[src/rtl/ifu_fetch_ctrl_pkg.sv]
// Shared CPU constants for the instruction-fetch unit: address map,
// exception codes and fetch FSM encoding.
package ifu_fetch_ctrl_pkg;

   localparam logic [31:0] DEF_PC_INIT    = 32'h0000_3000;
   localparam logic [31:0] DEF_HANDLER_PC = 32'h0000_4180;
   localparam logic [31:0] DEF_IM_BASE    = 32'h0000_3000;
   localparam logic [31:0] DEF_IM_LIMIT   = 32'h0000_6FFC;

   localparam logic [4:0] EXC_NONE = 5'd0;
   localparam logic [4:0] EXC_ADEL = 5'd4;

   typedef enum logic {
      ST_RUN    = 1'b0,
      ST_BUBBLE = 1'b1
   } fetch_state_e;

   function automatic logic pc_misaligned(input logic [31:0] pc);
      return pc[1:0] != 2'b00;
   endfunction

endpackage

[src/rtl/pc_addr_check.sv]
// Fetch address legality test: word alignment and instruction-memory window.
module pc_addr_check
   import ifu_fetch_ctrl_pkg::*;
#(
   parameter logic [31:0] IM_BASE  = DEF_IM_BASE,
   parameter logic [31:0] IM_LIMIT = DEF_IM_LIMIT
) (
   input  logic [31:0] pc,
   output logic        fault
);

   assign fault = pc_misaligned(pc) | (pc < IM_BASE) | (pc > IM_LIMIT);

endmodule

[src/rtl/ifu_fetch_ctrl.sv]
// Instruction fetch controller: PC sequencing, redirect handling and the
// single-stage fetch register feeding decode.
//   state     | meaning
//   ST_RUN    | fetch register output is live
//   ST_BUBBLE | first cycle after req/eret redirect; f_valid forced low
module ifu_fetch_ctrl
   import ifu_fetch_ctrl_pkg::*;
#(
   parameter logic [31:0] PC_INIT    = DEF_PC_INIT,
   parameter logic [31:0] HANDLER_PC = DEF_HANDLER_PC,
   parameter logic [31:0] IM_BASE    = DEF_IM_BASE,
   parameter logic [31:0] IM_LIMIT   = DEF_IM_LIMIT
) (
   input  logic        clk,
   input  logic        reset,
   input  logic        stall,
   input  logic        req,
   input  logic        eret,
   input  logic [31:0] epc,
   input  logic        npc_sel,
   input  logic [31:0] npc,
   output logic [31:0] im_addr,
   input  logic [31:0] im_instr,
   output logic        f_valid,
   output logic [31:0] f_pc,
   output logic [31:0] f_instr,
   output logic [4:0]  f_exccode,
   output logic [31:0] f_count
);

   fetch_state_e state_q, state_d;
   logic [31:0]  pc_q, pc_d;
   logic         fv_q, fv_d;
   logic [31:0]  fpc_q, fpc_d;
   logic [31:0]  finstr_q, finstr_d;
   logic [4:0]   fexc_q, fexc_d;
   logic [31:0]  fcnt_q, fcnt_d;
   logic         fault;

   pc_addr_check #(
      .IM_BASE  (IM_BASE),
      .IM_LIMIT (IM_LIMIT)
   ) u_pc_addr_check (
      .pc    (pc_q),
      .fault (fault)
   );

   always_ff @(posedge clk) begin
      if (reset) begin
         state_q  <= ST_RUN;
         pc_q     <= PC_INIT;
         fv_q     <= 1'b0;
         fpc_q    <= 32'h0;
         finstr_q <= 32'h0;
         fexc_q   <= EXC_NONE;
         fcnt_q   <= 32'h0;
      end else begin
         state_q  <= state_d;
         pc_q     <= pc_d;
         fv_q     <= fv_d;
         fpc_q    <= fpc_d;
         finstr_q <= finstr_d;
         fexc_q   <= fexc_d;
         fcnt_q   <= fcnt_d;
      end
   end

   // Redirects beat stall so a flush is never lost behind a decode hold.
   always_comb begin
      state_d  = state_q;
      pc_d     = pc_q;
      fv_d     = fv_q;
      fpc_d    = fpc_q;
      finstr_d = finstr_q;
      fexc_d   = fexc_q;
      fcnt_d   = fcnt_q;
      if (req) begin
         state_d = ST_BUBBLE;
         pc_d    = HANDLER_PC;
         fv_d    = 1'b0;
      end else if (eret) begin
         state_d = ST_BUBBLE;
         pc_d    = epc;
         fv_d    = 1'b0;
      end else if (stall) begin
         state_d = ST_RUN;
      end else begin
         state_d  = ST_RUN;
         fv_d     = 1'b1;
         fpc_d    = pc_q;
         finstr_d = fault ? 32'h0 : im_instr;
         fexc_d   = fault ? EXC_ADEL : EXC_NONE;
         fcnt_d   = fcnt_q + 32'd1;
         pc_d     = npc_sel ? npc : pc_q + 32'd4;
      end
   end

   assign im_addr   = pc_q;
   assign f_valid   = fv_q & (state_q == ST_RUN);
   assign f_pc      = fpc_q;
   assign f_instr   = finstr_q;
   assign f_exccode = fexc_q;
   assign f_count   = fcnt_q;

endmodule
[config.mk]
export PLATFORM = sky130hd
export DESIGN_NAME = ifu_fetch_ctrl
export DESIGN_NICKNAME = d
export VERILOG_FILES = /design/src/rtl/ifu_fetch_ctrl_pkg.sv /design/src/rtl/pc_addr_check.sv /design/src/rtl/ifu_fetch_ctrl.sv
export SDC_FILE = /design/constraint.sdc
export NUM_CORES = 1
export LEC_CHECK = 0
export CAP_MARGIN = 25
export CORE_MARGIN = 2
export CORE_UTILIZATION = 30
export DETAILED_ROUTE_END_ITERATION = 12
export PLACE_DENSITY_LB_ADDON = 0.12
export SETUP_SLACK_MARGIN = 0.2
export SLEW_MARGIN = 5
export SYNTH_ARGS = -nofsm -noshare
export SYNTH_HDL_FRONTEND = slang
export SYNTH_SLANG_ARGS = --single-unit
[constraint.sdc]
create_clock -name clk -period 2.8 [get_ports clk]
set_input_delay 0.28 -clock clk [delete_from_list [all_inputs] [get_ports clk]]
set_output_delay 0.28 -clock clk [all_outputs]
set_load 0.03 [all_outputs]
==> out/metrics.yaml <==
fin_util: 0.459
worst-path-buf-inv: 0
finClkSkew_ns: 0.00882
crit_slowest_cell: "dfxtp_1"
gr-total-overflow: 0
final_cells: 1279
ant_nets: 0
grt_pass1_wl_um: 33500
fp.dieH_um: 147
synth_area_leaders: "dfxtp_1 (43%), a21oi_1 (7.7%), nand2_1 (6.1%), nor2_1 (5.8%), a22oi_1 (5.4%)"
synth_simple_gate_area_frac: 0.255
postCtsSetupBuffers: 0
final_area_mm2: 0.00927
cts.sinks: 131
p_seq_frac: 0.426
synth_cell_type_count: 50
leakagePower_nw: 3.15
area_growth_pct: 50.9
netlist_instances: 785
synth_xor_area_frac: 0.0356
num_vias: 6411
cp.depth: 5
status: "finished clean"
synth_top_cell_by_area: "dfxtp_1"
async_flop_share: 0
viasPerCell: 5.01
dieArea_mm2: 0.0216
dpl_cell_area_mm2: 0.00872
crit_start: "im_addr[12]"
ctsResizeCount: 0
dieWidth_um: 147
synth-compound-area-share: 0.206
finalSetupViolCount: 0
p_sw_mw: 1.19
synth.avg_cell_area_um2: 7.82
finalPower_mw: 4.62
period_needed_ns: 2.15
grt_pass1_vias: 5986
antenna_found_initial: 1
initial_utilization: 0.305
synth-edff-count: 0
timing.reg2reg.setup_slack_ns: 0.65
synth_mux_area_frac: 0.0179
core_area_mm2: 0.0202
numCtsBuffers: 17
worstMarginPinSlew_ns: 0.699
wirelength_um: 21500
drc: 0
drt_iter0_markers: 321
drive_gt1_frac: 0.0665
cp_cell_sequence: "nand4_1 -> nor2_1 -> nand3_1 -> or4_1 -> nand3_1"
fillers: 2077
worstSetupPathType: "flop to flop"
power_switching_share: 0.257
critPathMaxFanout: 11
fin_crit_sh: 0.770
endpoint_kind: "flop"
clk_pin_slew_ns: 0.06
ys_seq_area_frac: 0.427
synth_top_family_by_area: "simple AND/OR/NAND/NOR gates"
max_stage_delay_ns: 0.56
cts_root_buf: "clkbuf_16"
synth_adder_area_share: 0.00407
holdBufCountCts: 0
setup_tns_ns: 0
netlist_area_mm2: 0.00614
p_clk_frac: 0.452
start_kind: "flop"
cp_top_family: "simple AND/OR/NAND/NOR gates"
slew_viol_final: 0
final-hold-violation-count: 0
clk_latency_ns: 0.41
cts_tree: "built"
worstHoldStart: "reset"
path_common_cell: "nand3_1"
ir_worst_vdd_uv: 361
grt_max_degree: 64
hpwl_um: 15200
max_freq_mhz: 464
avgRoutedWirePerCell_um: 16.8
required_ns: 3.15
holdCritPathClass: "input port to flop"
r2r-start: "im_addr[12]"
p_int_mw: 3.43
synthFlopType: "dfxtp_1"
ios: 236
finalWeightedCongestion: 0.833
crit_arrival_ns: 2.50
ff2ff_path_depth: 5
yosys_warnings: 0
min_to: "state_q"
combinationalPowerShare: 0.122
place_inst: 1247
rsz0062_at_grt: "no"
numPortBuffers: 231
max-cap-violations: 0
first_pass_iters: 6
powerDensity_mw_per_mm2: 498
htree_levels: 4
r2r-end: "im_addr[26]"
grt_util_all_layers: 0.196
ys_seq_elements: 131
whs_path_depth: 2
fin_nets: 1100
relSlewSlack: 0.534
synth_top_area_frac: 0.427
rows: 52
cts_buffer_depth: 2
==> power groups by stage <==
stage                     registers (mW)  clock network (mW)  logic [mW]
after floorplan                     2.04                   0       0.225
after global placement              2.00                   0       0.567
after detailed placement            2.00                   0       0.568
after CTS                           1.96                2.13       0.570
after global routing                1.97                2.23       0.612
final                               1.97                2.09       0.565
==> final cells by class <==
class                           count  area [µm²]  area share
Clock buffer                       22         464      0.0501
Antenna cell                        1        2.50    0.000270
Inverter                           15        56.3     0.00608
Clock inverter                      9        82.6     0.00891
Timing Repair Buffer              254        2490       0.269
Multi-Input combinational cell    577        3210       0.347
Tap cell                          270         338      0.0365
Sequential cell                   131        2620       0.283
==> synthesized netlist by cell type (3+ instances only) <==
master	n
xnor2_1	19
nor2b_1	6
xor2_1	6
a21o_1	3
or2_2	3
nor4_1	11
nor2_1	95
nor3_1	29
nand4_1	20
o21ai_0	29
and2_1	4
o21a_1	3
nand3_1	23
clkbuf_1	53
a21oi_1	95
or3_1	11
nand2_1	99
mux2i_1	11
o31ai_1	5
a22oi_1	44
dfxtp_1	131
a211oi_1	5
nand2b_1	4
and4_1	8
o22ai_1	7
inv_1	15
buf_4	4
a31oi_1	6
buf_1	6
==> how the worst max path moves through the flow <==
stage | end | slack (ns)
3_3_place_gp | f_count[31] | 0.39
4_1_cts | im_addr[16] | 0.70
3_5_place_dp | f_count[31] | 0.39
5_1_grt | im_addr[26] | 0.52
2_1_floorplan | f_count[27] | 0.69
6_report | im_addr[26] | 0.65
==> cells in the final DEF (no fill, tap or decap), types with 11 or more instances in the layout <==
| cell type | Yosys | final |
|---|---|---|
| clkbuf_16 | 0 | 17 |
| o21ai_0 | 29 | 29 |
| a21oi_1 | 95 | 95 |
| xnor2_1 | 19 | 19 |
| nor2_1 | 95 | 95 |
| buf_4 | 4 | 23 |
| nor4_1 | 11 | 11 |
| nand3_1 | 23 | 23 |
| mux2i_1 | 11 | 11 |
| nand2_1 | 99 | 99 |
| clkdlybuf4s50_1 | 0 | 229 |
| inv_1 | 15 | 15 |
| a22oi_1 | 44 | 44 |
| dfxtp_1 | 131 | 131 |
| nor3_1 | 29 | 27 |
| nand4_1 | 20 | 20 |
==> layer usage <==
layer / global-route usage / vias to the layer above / wire (µm)
met2: 0.311 / 205 / 10000
li1: - / 3206 / -
met4: 0.0591 / 0 / 289
met5: 0 / - / 0
met3: 0.0481 / 14 / 1190
met1: 0.264 / 2986 / 10000
==> worst reg2reg max path: stages, from the launching register on <==
cell     delay [ns]
dfxtp_1        0.56
nand4_1        0.34
nor2_1         0.45
nand3_1        0.21
or4_1          0.44
nand3_1        0.10
==> flip-flops by register name, indices dropped and copies added (netlist names), named ones only <==
| register | flops |
|---|---|
| f_count | 32 |
| f_instr | 32 |
| f_pc | 32 |
| im_addr | 30 |
| f_exccode | 1 |
| fv_q | 1 |
| state_q | 1 |
==> cell families (layout without fill, tap and decap cells) <==
| kind of cell | after synthesis | in the layout |
|---|---|---|
| and+or+nand+nor | 326 | 326 |
| muxes | 11 | 11 |
| other | 1 | 5 |
| buffers and inverters | 80 | 300 |
| adders and majority gates | 2 | 2 |
| xor gates and xnor gates | 25 | 25 |
| DFF | 131 | 131 |
| AOI/OAI and AO/OA | 209 | 209 |
==> metrics by stage <==
stage          worst slack, ns  hold slack, ns
2_1_floorplan            0.689           0.423
3_3_place_gp             0.391           0.443
3_5_place_dp             0.387           0.446
4_1_cts                  0.700           0.299
5_1_grt                  0.525           0.304
6_report                 0.645           0.300
(Power assumes the default switching activity.)
